==> src/rtl/mfp_adc_max10_core.vh <==
// Shared MAX10 ADC core definitions: data width, channel-field width and channel codes.
// Guarded so several compilation units may include it.
`ifndef MFP_ADC_MAX10_CORE_VH
`define MFP_ADC_MAX10_CORE_VH

`define MFP_ADC_DATA_W      12
`define MFP_ADC_CH_W        5

`define MFP_ADC_CH_ANAIN1   5'd1
`define MFP_ADC_CH_ADC1     5'd2
`define MFP_ADC_CH_ADC2     5'd3
`define MFP_ADC_CH_ADC3     5'd4
`define MFP_ADC_CH_ADC4     5'd5
`define MFP_ADC_CH_ADC5     5'd6
`define MFP_ADC_CH_ADC6     5'd7
`define MFP_ADC_CH_ADC7     5'd8
`define MFP_ADC_CH_ADC8     5'd9
`define MFP_ADC_CH_TSD      5'd17

`endif

==> src/rtl/mfp_adc_max10_emu_pkg.sv <==
// Shared types for the MAX10 ADC emulator: command record, converter states and
// widths taken from the core header.
package mfp_adc_max10_emu_pkg;

`include "mfp_adc_max10_core.vh"

    localparam int ADC_DW = `MFP_ADC_DATA_W;
    localparam int CH_W   = `MFP_ADC_CH_W;

    typedef struct packed {
        logic [CH_W-1:0] ch;
        logic            sop;
        logic            eop;
    } cmd_t;

    localparam int CMD_W = $bits(cmd_t);

    typedef enum logic [1:0] {
        S_IDLE = 2'd0,
        S_CONV = 2'd1,
        S_RESP = 2'd2
    } state_t;

    // Down-counter reload value; the conversion spends this+1 cycles in S_CONV.
    function automatic logic [7:0] conv_load(input int cycles);
        return 8'(cycles - 1);
    endfunction

endpackage

==> src/rtl/mfp_adc_max10_emu_fifo.sv <==
// Command buffer for the ADC emulator: power-of-two depth, occupancy-count based
// full/empty, head entry visible combinationally so the converter can pop and use it.
module mfp_adc_max10_emu_fifo #(
    parameter int WIDTH = 7,
    parameter int DEPTH = 4
) (
    input  logic             i_clk,
    input  logic             i_rst_n,
    input  logic             i_push,
    input  logic [WIDTH-1:0] i_data,
    input  logic             i_pop,
    output logic             o_full,
    output logic             o_empty,
    output logic [WIDTH-1:0] o_head
);

    localparam int AW = (DEPTH > 1) ? $clog2(DEPTH) : 1;
    localparam int CW = $clog2(DEPTH) + 1;

    logic [WIDTH-1:0] r_mem [DEPTH];
    logic [AW-1:0]    r_wr_ptr;
    logic [AW-1:0]    r_rd_ptr;
    logic [CW-1:0]    r_count;
    logic             w_push;
    logic             w_pop;

    assign o_full  = (r_count == CW'(DEPTH));
    assign o_empty = (r_count == '0);
    assign w_push  = i_push & ~o_full;
    assign w_pop   = i_pop & ~o_empty;
    assign o_head  = r_mem[r_rd_ptr];

    // Storage carries no reset: entries are only read once the count covers them.
    genvar gi;
    generate
        for (gi = 0; gi < DEPTH; gi++) begin : g_entry
            always_ff @(posedge i_clk) begin
                if (w_push && (r_wr_ptr == AW'(gi))) begin
                    r_mem[gi] <= i_data;
                end
            end
        end
    endgenerate

    always_ff @(posedge i_clk or negedge i_rst_n) begin
        if (!i_rst_n) begin
            r_wr_ptr <= '0;
            r_rd_ptr <= '0;
            r_count  <= '0;
        end else begin
            if (w_push) begin
                r_wr_ptr <= r_wr_ptr + AW'(1);
            end
            if (w_pop) begin
                r_rd_ptr <= r_rd_ptr + AW'(1);
            end
            case ({w_push, w_pop})
                2'b10:   r_count <= r_count + CW'(1);
                2'b01:   r_count <= r_count - CW'(1);
                default: r_count <= r_count;
            endcase
        end
    end

endmodule

==> src/rtl/mfp_adc_max10_emu.sv <==
// Behavioural emulator of the MAX10 modular ADC command/response interface.
// Optional command-stream checker enabled by defining MFP_ADC_MAX10_EMU_PROTOCHECK_EN.
module mfp_adc_max10_emu
    import mfp_adc_max10_emu_pkg::*;
#(
    parameter int CONV_CYCLES = 8,
    parameter int FIFO_DEPTH  = 4
) (
    input  logic              CLK,
    input  logic              RESETn,
    input  logic              ADC_C_Valid,
    input  logic [CH_W-1:0]   ADC_C_Channel,
    input  logic              ADC_C_SOP,
    input  logic              ADC_C_EOP,
    output logic              ADC_C_Ready,
    output logic              ADC_R_Valid,
    output logic [CH_W-1:0]   ADC_R_Channel,
    output logic [ADC_DW-1:0] ADC_R_Data,
    output logic              ADC_R_SOP,
    output logic              ADC_R_EOP,
    output logic [CH_W-1:0]   sample_channel,
    input  logic [ADC_DW-1:0] sample_data,
    output logic              proto_err
);

    localparam logic [7:0] CNT_LOAD = conv_load(CONV_CYCLES);

    state_t            r_state;
    logic [7:0]        r_cnt;
    logic [CH_W-1:0]   r_sample_ch;
    logic              r_act_sop;
    logic              r_act_eop;
    logic              r_rsp_valid;
    logic [CH_W-1:0]   r_rsp_ch;
    logic [ADC_DW-1:0] r_rsp_data;
    logic              r_rsp_sop;
    logic              r_rsp_eop;

    cmd_t              w_push_cmd;
    cmd_t              w_head;
    logic              w_full;
    logic              w_empty;
    logic              w_accept;
    logic              w_pop;

    assign w_push_cmd = '{ch: ADC_C_Channel, sop: ADC_C_SOP, eop: ADC_C_EOP};
    assign ADC_C_Ready = RESETn & ~w_full;
    assign w_accept    = ADC_C_Valid & ADC_C_Ready;
    assign w_pop       = ((r_state == S_IDLE) || (r_state == S_RESP)) & ~w_empty;

    mfp_adc_max10_emu_fifo #(
        .WIDTH (CMD_W),
        .DEPTH (FIFO_DEPTH)
    ) u_fifo (
        .i_clk   (CLK),
        .i_rst_n (RESETn),
        .i_push  (w_accept),
        .i_data  (w_push_cmd),
        .i_pop   (w_pop),
        .o_full  (w_full),
        .o_empty (w_empty),
        .o_head  (w_head)
    );

    // Response fields only change when a result is published, so they hold between responses.
    always_ff @(posedge CLK or negedge RESETn) begin
        if (!RESETn) begin
            r_state     <= S_IDLE;
            r_cnt       <= '0;
            r_sample_ch <= '0;
            r_act_sop   <= 1'b0;
            r_act_eop   <= 1'b0;
            r_rsp_valid <= 1'b0;
            r_rsp_ch    <= '0;
            r_rsp_data  <= '0;
            r_rsp_sop   <= 1'b0;
            r_rsp_eop   <= 1'b0;
        end else begin
            r_rsp_valid <= 1'b0;
            case (r_state)
                S_IDLE, S_RESP: begin
                    if (!w_empty) begin
                        r_cnt       <= CNT_LOAD;
                        r_sample_ch <= w_head.ch;
                        r_act_sop   <= w_head.sop;
                        r_act_eop   <= w_head.eop;
                        r_state     <= S_CONV;
                    end else begin
                        r_state     <= S_IDLE;
                    end
                end
                S_CONV: begin
                    if (r_cnt == 8'd0) begin
                        r_rsp_valid <= 1'b1;
                        r_rsp_ch    <= r_sample_ch;
                        r_rsp_data  <= sample_data;
                        r_rsp_sop   <= r_act_sop;
                        r_rsp_eop   <= r_act_eop;
                        r_state     <= S_RESP;
                    end else begin
                        r_cnt       <= r_cnt - 8'd1;
                    end
                end
                default: r_state <= S_IDLE;
            endcase
        end
    end

    assign ADC_R_Valid    = r_rsp_valid;
    assign ADC_R_Channel  = r_rsp_ch;
    assign ADC_R_Data     = r_rsp_data;
    assign ADC_R_SOP      = r_rsp_sop;
    assign ADC_R_EOP      = r_rsp_eop;
    assign sample_channel = r_sample_ch;

`ifdef MFP_ADC_MAX10_EMU_PROTOCHECK_EN
    logic r_pkt_open;
    logic r_proto_err;
    logic r_wait_acc;

    // r_wait_acc remembers a command offered but not taken, to catch it being withdrawn.
    always_ff @(posedge CLK or negedge RESETn) begin
        if (!RESETn) begin
            r_pkt_open  <= 1'b0;
            r_proto_err <= 1'b0;
            r_wait_acc  <= 1'b0;
        end else begin
            r_wait_acc <= ADC_C_Valid & ~ADC_C_Ready;
            if (w_accept) begin
                if (ADC_C_SOP) begin
                    r_pkt_open <= ~ADC_C_EOP;
                end else if (ADC_C_EOP) begin
                    r_pkt_open <= 1'b0;
                end
            end
            if ((w_accept && ADC_C_SOP && r_pkt_open) ||
                (w_accept && !ADC_C_SOP && !r_pkt_open) ||
                (r_wait_acc && !ADC_C_Valid)) begin
                r_proto_err <= 1'b1;
            end
        end
    end

    assign proto_err = r_proto_err;
`else
    assign proto_err = 1'b0;
`endif

endmodule

==> config.mk <==
export PLATFORM = sky130hd
export DESIGN_NAME = mfp_adc_max10_emu
export DESIGN_NICKNAME = d
export VERILOG_FILES = /design/src/rtl/mfp_adc_max10_emu_pkg.sv /design/src/rtl/mfp_adc_max10_emu_fifo.sv /design/src/rtl/mfp_adc_max10_emu.sv
export VERILOG_INCLUDE_DIRS = /design/src /design/src/rtl
export SDC_FILE = /design/constraint.sdc
export NUM_CORES = 1
export LEC_CHECK = 0
export CAP_MARGIN = 20
export CORE_ASPECT_RATIO = 1.2
export CORE_MARGIN = 2
export CORE_UTILIZATION = 25
export CTS_CLUSTER_DIAMETER = 120
export DETAILED_ROUTE_END_ITERATION = 10
export GPL_ROUTABILITY_DRIVEN = 1
export SLEW_MARGIN = 10
export SYNTH_ARGS = -nofsm -noshare
export SYNTH_HDL_FRONTEND = slang
export SYNTH_SLANG_ARGS = --single-unit
==> constraint.sdc <==
create_clock -name CLK -period 2 [get_ports CLK]
set_input_delay 0.2 -clock CLK [delete_from_list [all_inputs] [get_ports CLK]]
set_output_delay 0.2 -clock CLK [all_outputs]
set_load 0.01 [all_outputs]
== Yosys cells after proc, flatten, opt, wreduce, memory -nomap -nowiden ==
Memory sizes are Yosys's and may differ from the RTL's. A register that Yosys moved wholly into a read port is not among the register bits.
Cells that the tools add are included.

* Register bits after elaboration: 37
* Latch bits: 0
* Memory bits (writable): 28
* Bits in read-only memories: 0
* Bits of input ports: 22
* Output and inout bits: 27
* Word-level logic and storage cells: 79
* Memories: 1

{| class="wikitable"
|+ Memories
! name !! depth !! bits a word !! rd ports !! clocked after Yosys merged registers in !! wr ports !! RTL line !! RTL
|-
| u_fifo.r_mem || 4 || 7 || 1 || 1 || 1 || mfp_adc_max10_emu_fifo.sv:20 || <nowiki>logic [WIDTH-1:0] r_mem [DEPTH];</nowiki>
|}

* Add/subtract/negate cells: 5
* Multiply operators: 0
* Divide/modulo/power cells: 0
* Order comparisons: 0
* Equality and inequality tests: 11
* Shifts and indexed selects: 0
* Mux-type cells: 26
* Bitwise gates (word level): 7
* Reduce and logical (&&, ||, !) cells: 19

{| class="wikitable"
|+ Operators with widths
! cell !! number
|-
| two-way mux 7 bit || 3
|-
| OR reduction 7 bit || 3
|-
| two-way mux 8 bit || 2
|-
| case mux 8 bit (2 select lines) || 1
|-
| two-way mux 1 bit || 14
|-
| equality test 2 bit (second input constant) || 4
|-
| logical NOT 8 bit || 1
|-
| two-way mux 2 bit || 4
|-
| subtractor 8 x 1 -> 8 bit (second input constant) || 1
|-
| equality test 2 x 1 -> 1 bit (second input constant) || 3
|-
| != test 2 bit (second input constant) || 3
|-
| case mux 3 bit (2 select lines) || 1
|-
| AND 1 bit || 5
|-
| adder 2 x 1 -> 2 bit (second input constant) || 2
|-
| logical AND 1 bit || 4
|-
| logical NOT 2 bit || 2
|-
| case mux 2 bit (2 select lines) || 1
|-
| AND reduction 2 bit || 2
|-
| nonzero test 2 bit || 2
|-
| adder 3 x 1 -> 3 bit (second input constant) || 1
|-
| equality test 3 bit (second input constant) || 1
|-
| logical NOT 3 bit || 1
|-
| AND reduction 3 bit || 1
|-
| subtractor 3 x 1 -> 3 bit (second input constant) || 1
|-
| 4 further kinds || 5
|}

== Longest topological paths before layout ==
Gate-level depths: netlist (run 1).

* Depth in word-level cells: 12
* Depth in mapped cells: 10
* Depth with buffers taken out: 9

== Modules after synthesis ==
From an unflattened synthesis (run 1), not the netlist that was laid out.

* Cells, all modules: 200
* Area, all modules: 3014.1 um^2

{| class="wikitable"
|+ Modules (own cells, without submodules)
! module !! instances !! cells an instance !! area an instance (um^2) !! sequential area each (um^2)
|-
| mfp_adc_max10_emu || 1 || 125 || 1565.3 || 925.9
|-
| mfp_adc_max10_emu_fifo || 1 || 75 || 1448.9 || 1016.0
|}

== Least setup slack after synthesis (run 1) ==
Ideal clock, no wire load.

* Path type: flip-flop to flip-flop
* Start point: register u_fifo.r_count[0]
* End point: register u_fifo.r_count[2]
* Setup time: 0.125 ns
* Arrival: 2.168 ns
* Required time: 1.875 ns
* Path slack: -0.293 ns
* Cell stages (with the launch flop): 10
* Path buffers: 0
* Clock period less this slack: 2.293 ns
* Path through: dfrtp_1 nor2_1 a21boi_0 and2_1 inv_1 ha_1 fa_1 xnor2_1 nor2_1 xor2_1

* Cells in the longest elaborated chain, start to end: 7
* Elaborated cells between the ends (all ways): 15
* Classes of those cells: add/sub (2); eq/ne (3); mux (1); bitwise (7); reduce/logical (2)

{| class="wikitable"
|+ RTL lines
! what !! RTL line !! RTL
|-
| from (decl) || mfp_adc_max10_emu_fifo.sv:23 || <nowiki>logic [CW-1:0] r_count;</nowiki>
|-
| from (signal assigned) || mfp_adc_max10_emu_fifo.sv:58 || <nowiki>2'b10: r_count <= r_count + CW'(1);</nowiki>
|-
| from (signal assigned) || mfp_adc_max10_emu_fifo.sv:59 || <nowiki>2'b01: r_count <= r_count - CW'(1);</nowiki>
|-
| from (signal assigned) || mfp_adc_max10_emu_fifo.sv:60 || <nowiki>default: r_count <= r_count;</nowiki>
|-
| equality test 3 bit (*) || mfp_adc_max10_emu_fifo.sv:27 || <nowiki>assign o_full = (r_count == CW'(DEPTH));</nowiki>
|-
| inverter 1 bit (*) || mfp_adc_max10_emu.sv:47 || <nowiki>assign ADC_C_Ready = RESETn & ~w_full;</nowiki>
|-
| AND 1 bit (*) || mfp_adc_max10_emu.sv:47 ||
|-
| net ADC_C_Ready || mfp_adc_max10_emu.sv:15 || <nowiki>output logic ADC_C_Ready,</nowiki>
|-
| AND 1 bit (*) || mfp_adc_max10_emu.sv:48 || <nowiki>assign w_accept = ADC_C_Valid & ADC_C_Ready;</nowiki>
|-
| AND 1 bit (*) || mfp_adc_max10_emu_fifo.sv:29 || <nowiki>assign w_push = i_push & ~o_full;</nowiki>
|-
| equality test 2 x 1 -> 1 bit or equality test 2 bit (tied branches) || mfp_adc_max10_emu_fifo.sv:57 || <nowiki>case ({w_push, w_pop})</nowiki>
|-
| case mux 3 bit (2 select lines) or nonzero test 2 bit (tied branches) || - ||
|}

The timed path passes the listed nets; every way through them passes the cells marked *.
A chain may end at the register's enable or synchronous reset.

== Worst setup path in the final report (run 1) ==
* Start point: register u_fifo.r_count[0]
* End point: register u_fifo.r_count[1]

* Cells in the longest elaborated chain, start to end: 7
* Elaborated cells between the ends (all ways): 15
* Classes of those cells: add/sub (2); eq/ne (3); mux (1); bitwise (7); reduce/logical (2)

{| class="wikitable"
|+ RTL lines
! what !! RTL line
|-
| equality test 3 bit || mfp_adc_max10_emu_fifo.sv:27
|-
| inverter 1 bit || mfp_adc_max10_emu_fifo.sv:29, mfp_adc_max10_emu.sv:47
|-
| AND 1 bit || mfp_adc_max10_emu.sv:47
|-
| AND 1 bit || mfp_adc_max10_emu.sv:48
|-
| AND 1 bit || mfp_adc_max10_emu_fifo.sv:29
|-
| equality test 2 x 1 -> 1 bit or equality test 2 bit (tied branches) || mfp_adc_max10_emu_fifo.sv:57
|-
| case mux 3 bit (2 select lines) or nonzero test 2 bit (tied branches) || -
|}

Several ways; a longest one is shown, not always the timed one.

==> flow_summary_export.csv, run 1 <==
group,metric,value,unit
run_status,status,"complete, no violations",
timing,fin_crit,1913,ps
timing,max_freq,522.7,MHz
clocking,clock_path_buffers,2,
route,wl_per_cell,12.94,µm
floorplan,boundaryPins,49,
worst_setup_path,crit_type,"reg2reg",
synth,synthFlopType,"dfrtp_1",
synth,synth_mux_area_share,15.41,%
synth,synth_compound_area_share,2.423,%
final_layout,drive_gt1_share,27.61,%
grt,grt_pass1_wl,9370,µm
synth,netlist_instances,194,
placement,port_buffers,47,
clocking,numCtsBuffers,9,
synth,seq_area_frac_synth,64.83,%
floorplan,design.die.area,0.01288,mm²
placement,detailed_place.area,0.003737,mm²
timing,slew_headroom,61.55,%
timing,rsz0062_at_grt,"no",
final_layout,fin_area,0.004098,mm²
floorplan,core-area,0.01162,mm²
timing,finalSetupViolCount,0,
route,viasPerCell,4.064,
floorplan,initial_core_util,25.78,%
synth,synthArstFlopShare,61.11,%
synth,synth-edff-count,28,
route,ant_nets,0,
route,wl,5500,µm
pwr,power.leakage,1.731,nW
min_path,min_from,"r_act_sop",
clocking,cts.sinks,72,
synth,synth_area,0.002995,mm²
flow_run,maxCapViolCount,0,
grt,first_global_vias,1819,
route,vias,1727,
worst_setup_path,rr_startpoint,"u_fifo.r_count[0]",
worst_setup_path,cp-start-kind,"flop",
synth,synth_top_family_by_area,"multiplexers",
synth,synth_nets,224,
clocking,root_buffer,"clkbuf_16",
floorplan,die_y,123.9,µm
clocking,clk_latency,330,ps
worst_setup_path,crit_start,"u_fifo.r_count[0]",
final_layout,syn_to_final_growth,36.80,%
pwr,p_total,6.145,mW
route,drc,0,
synth,netlist-cell-type-count,34,
worst_setup_path,critPathArrivalTime,2130,ps
timing,fin_crit_sh,95.65,%
clocking,cts_tree,"yes",
pwr,powerDensity,1500,mW/mm²
grt,gr-total-overflow,0,
synth,synth_simple_gate_area_share,8.062,%
worst_setup_path,required,2210,ps
timing,worst_pin_slew,576.7,ps
worst_setup_path,r2r-end,"u_fifo.r_count[1]",
synth,yosys_register_bits,72,
grt,track_usage,9.451,%
synth,synth_fa_ha_area_share,3.592,%
timing,fin_skew,5.017,ps
worst_setup_path,ff2ff_path_depth,7,
final_layout,nNetsFinal,293,
route,dr.first_iter.drc_count,52,
synth,avgSynthCellArea,15.44,µm²
timing,setup_tns,0,ps
final_layout,fillers,1161,
floorplan,die_x,103.9,µm
placement,post-place-ws,-30.76,ps
grt,grt_max_degree,45,
clocking,htreeDepth,3,
synth,synth_xor_area_share,2.924,%
min_path,hp-class,"reg2reg",
final_layout,n_antenna_cell,0,
placement,dp_hpwl,3596,µm
pwr,vdd.ir_drop.worst,0.4638,mV
worst_setup_path,end_kind,"flop",
timing,slew_viol_final,0,
worst_setup_path,cp-endpoint,"u_fifo.r_count[1]",
timing,hold_viol,0,
route,dr.pass1.iters,4,
timing,setup_ws,86.93,ps
worst_setup_path,r2r_slack,90,ps
synth,ys.warnings.count,0,
floorplan,rows,43,
clocking,clk_pin_slew,60,ps
grt,antenna_found_initial,0,
worst_setup_path,crit_fanout,4,
placement,gp_congestion,0.6827,
==> placed cells by master, fill, tap and decap left out, types with 2 or more instances in the layout <==
cell type	instances
clkdlybuf4s50_1	46
dfrtp_1	43
edfxtp_1	28
nand2_1	26
mux2_4	18
buf_4	16
clkbuf_16	9
inv_1	7
mux4_2	7
xnor2_1	6
ha_1	6
nor2_1	4
and3_1	4
xor2_1	4
o211ai_1	4
or3_4	3
mux2_2	3
clkinvlp_4	3
nor3_1	2
or2_2	2
o21ai_0	2
or3_1	2
a21oi_1	2
o31ai_1	2
inv_6	2
==> power breakdown <==
group | total [mW] | switching [mW] | internal [mW]
Clock | 1.61 | 0.634 | 0.975
Combinational | 2.23 | 0.890 | 1.34
Sequential | 2.31 | 0.302 | 2.01
Total | 6.14 | 1.83 | 4.32
==> how the worst min path moves through the flow <==
stage / endpoint / depth (start not counted)
5_1_grt: ADC_R_Data[10] / 2
3_5_place_dp: u_fifo.r_wr_ptr[0] / 2
4_1_cts: ADC_R_Data[10] / 2
3_3_place_gp: u_fifo.r_wr_ptr[0] / 2
2_1_floorplan: ADC_R_Channel[0] / 0
6_report: r_act_sop / 2
==> flip-flops by register name (all words and copies together), names as in the netlist <==
register,flops
ADC_R_Valid,1
r_cnt,8
ADC_R_Channel,5
sample_channel,5
ADC_R_Data,12
u_fifo.r_count,3
u_fifo.r_mem,28
ADC_R_SOP,1
u_fifo.r_wr_ptr,2
r_act_eop,1
u_fifo.r_rd_ptr,2
r_act_sop,1
ADC_R_EOP,1
r_state,2
==> worst max-delay path, cell delays in order (launching register included) <==
cell and delay, ps:
dfrtp_2 440, nor2_1 190, a21boi_4 80, and2_4 160, inv_1 90, ha_4 150, fa_2 420, mux2_2 260
==> Yosys cell counts (all sizes together), types with 3 or more instances <==
cell type  instances  area, µm²
ha                 7      87.58
o211ai             4      30.03
xor2               4      35.03
nand2             26      97.59
inv                8      30.03
mux4               7      157.7
and3               4      25.02
buf                4      33.78
clkbuf             4      15.01
mux2              21      304.0
edfxtp            28      840.8
or3                3      23.77
dfrtp             44       1101
xnor2              6      52.55
nor2               4      15.01
==> per-stage QoR <==
stage,hold slack (ps),std cells,utilization [%]
global placement,325.1,405,32.16
detailed placement,334.8,405,32.16
CTS,474.3,424,35.08
floorplan,-95.59,194,-
global route,480.0,425,35.26
finish,474.6,425,35.26
==> layout make-up <==
class | count | area (µm²) | area share [%]
flip-flops and latches | 72 | 1943 | 47.42
clock buffers | 9 | 225.2 | 5.496
multi-input cells | 108 | 1028 | 25.10
repair buffers | 64 | 595.6 | 14.53
well taps | 157 | 196.4 | 4.794
clock inverters | 7 | 78.83 | 1.924
inverters | 8 | 30.03 | 0.7328
==> logic make-up (layout without fill, tap and decap cells) <==
group | count (synthesis) | after routing
xor+xnor | 10 | 10
flops | 72 | 72
mux | 28 | 28
fa+ha+maj | 8 | 8
other cells | 1 | 1
buf+inv | 16 | 88
simple gates | 48 | 50
compound gates | 11 | 11
==> timing repair <==
item	4_1_cts	5_1_grt
resized for setup	3	4
endpoints found under the setup margin	19	1
hold buffers	1	0
buffers inserted	0	1
endpoints found under the hold margin	44	0
cloned	2	0
pin swaps	1	1
==> routing by layer <==
metal | vias up | share of wire (%) | routed length (µm) | track usage [%]
met5 | - | 0 | 0 | 0
met2 | 43 | 48 | 2616 | 15.30
met3 | 9 | 4.6 | 254 | 3.244
li1 | 832 | - | - | -
met4 | 0 | 1.8 | 101 | 4.307
met1 | 843 | 46 | 2528 | 11.49
Note: power is estimated with default switching activity, not from simulation.
==> run 2: changes to the inputs <==
--- a/config.mk
+++ b/config.mk
@@ -7,12 +7,17 @@
 export NUM_CORES = 1
 export LEC_CHECK = 0
 export CAP_MARGIN = 20
+export CELL_PAD_IN_SITES_DETAIL_PLACEMENT = 1
+export CELL_PAD_IN_SITES_GLOBAL_PLACEMENT = 1
 export CORE_ASPECT_RATIO = 1.2
 export CORE_MARGIN = 2
 export CORE_UTILIZATION = 25
 export CTS_CLUSTER_DIAMETER = 120
+export CTS_CLUSTER_SIZE = 25
 export DETAILED_ROUTE_END_ITERATION = 10
 export GPL_ROUTABILITY_DRIVEN = 1
+export PLACE_DENSITY_LB_ADDON = 0.1
+export RECOVER_POWER = 25
 export SLEW_MARGIN = 10
 export SYNTH_ARGS = -nofsm -noshare
 export SYNTH_HDL_FRONTEND = slang
==> flow_summary_export.csv, run 2 (synthesized netlist as in run 1, its figures left out) <==
group,metric,value,unit
run_status,status,"complete, no violations",
floorplan,die_x,103.9,µm
timing,fin_crit_sh,96.59,%
timing,hold_slack,310.3,ps
route,wl,6608,µm
final_layout,final_cell_mix,"clkdlybuf4s50_1, dfrtp_1, edfxtp_1",
floorplan,design.die.area,0.01288,mm²
timing,max_freq,517.7,MHz
worst_setup_path,end_kind,"flop",
grt,grt_max_degree,45,
worst_setup_path,critPathArrivalTime,2140,ps
route,dr.first_iter.drc_count,46,
final_layout,largest_register_ff_count,28,
placement,gp_congestion,0.7133,
clocking,clock_path_buffers,2,
final_layout,drive_gt1_share,27.14,%
timing,worst_pin_slew,1192,ps
placement,dp_hpwl,4342,µm
pwr,p_total,6.084,mW
pwr,clock_power_share,23.9,%
floorplan,rows,43,
floorplan,core-area,0.01162,mm²
worst_setup_path,required,2210,ps
final_layout,final_common_cell,"clkdlybuf4s50_1",
timing,rsz0062_at_grt,"no",
grt,track_usage,11.49,%
route,drc,0,
floorplan,initial_core_util,25.78,%
worst_setup_path,cp_slowest_cell,"or4_4",
final_layout,utilization,34.99,%
pwr,power.leakage,1.719,nW
worst_setup_path,r2r_slack,70,ps
timing,hold_viol,0,
route,ant_nets,0,
timing,slew_viol_final,0,
timing,fin_skew,6.343,ps
timing,finalSetupViolCount,0,
worst_setup_path,crit_fanout,10,
pwr,p_comb_share,38.4,%
pwr,p_switching,1.874,mW
min_path,hp-class,"in2async",
grt,gr-total-overflow,0,
worst_setup_path,crit_chain,"or4_4 -> or3_4 -> mux2_4",
timing,slew_headroom,20.53,%
clocking,htreeDepth,3,
timing,fin_crit,1932,ps
pwr,vdd.ir_drop.worst,0.4512,mV
route,viasPerCell,4.148,
worst_setup_path,cp-start-kind,"flop",
clocking,cts.sinks,72,
worst_setup_path,critPathMaxStageDelay,580,ps
clocking,cts_tree,"yes",
worst_setup_path,crit_type,"reg2reg",
floorplan,boundaryPins,49,
grt,grt_pass1_wl,11070,µm
clocking,numCtsBuffers,9,
route,vias,1767,
placement,port_buffers,47,
grt,first_global_vias,1968,
route,dr.pass1.iters,4,
floorplan,die_y,123.9,µm
pwr,p_int,4.210,mW
grt,antenna_found_initial,0,
pwr,pwr-share-seq,37.7,%
pwr,powerDensity,1496,mW/mm²
final_layout,regMostFlops,"u_fifo.r_mem",
clocking,clk_pin_slew,60,ps
final_layout,syn_to_final_growth,35.76,%
clocking,root_buffer,"clkbuf_16",
final_layout,nNetsFinal,294,
route,wl_per_cell,15.51,µm
clocking,clk_latency,330,ps
pwr,p_sw_share,30.80,%
clocking,cts_hold_buf,0,
final_layout,n_antenna_cell,0,
flow_run,maxCapViolCount,0,
run 2: what timing repair did:
action                     CTS  global route
pin swaps                    2             4
setup endpoints to repair   19             3
gates resized for setup      3             3
cloned                       2             0
buffers inserted             0             3
run 2: through the flow:
step	worst slack, ps	std cells	area (µm²)	TNS, ps
floorplan	0.9874	194	3032	0
global placement	-13.44	405	3737	-209.8
detailed placement	-49.09	405	3737	-833.4
CTS	21.93	423	4036	0
global route	3.034	426	4066	0
finish	68.21	426	4066	0
run 2: final cells by class:
class | instances | area (µm²)
clock buffers | 9 | 225.2
well taps | 157 | 196.4
fillers | 1254 | 7555
inverters | 8 | 30.03
multi-input cells | 108 | 1026
flip-flops and latches | 72 | 1943
clock inverters | 7 | 48.80
repair buffers | 65 | 596.8
run 2: worst paths after layout:
check / from / to / cells after the start
max in group asynchronous: RESETn / u_fifo.r_count[1] / 2
min reg2reg: r_act_sop / r_act_sop / 2
max: r_cnt[4] / ADC_R_Data[8] / 3
max reg2reg: r_cnt[4] / ADC_R_Data[8] / 3
min in group CLK: sample_data[1] / ADC_R_Data[1] / 2
min: RESETn / r_cnt[1] / 2
run 2: per-layer routing:
metal	share of wire (%)	track usage [%]	vias to the layer above	wire, µm
met2	47	18.91	53	3132
met3	4.8	3.611	8	315
met1	46	13.79	876	3058
met5	0	0	-	0
met4	1.5	5.574	0	102
li1	-	-	830	-
run 2: power by group through the flow:
stage | clock, mW | combinational [mW] | sequential, mW
after floorplan | 0 | 1.24 | 2.37
after global placement | 0 | 2.22 | 2.33
after detailed placement | 0 | 2.26 | 2.34
after global routing | 1.57 | 2.59 | 2.36
final | 1.45 | 2.34 | 2.30
after CTS | 1.51 | 2.33 | 2.31
run 2: worst max-delay path: cells and delay by family, from the launching register on:
family           cells  cell delay [ps]
and+or+nand+nor      2             1080
DFF                  1              400
muxes                1              320
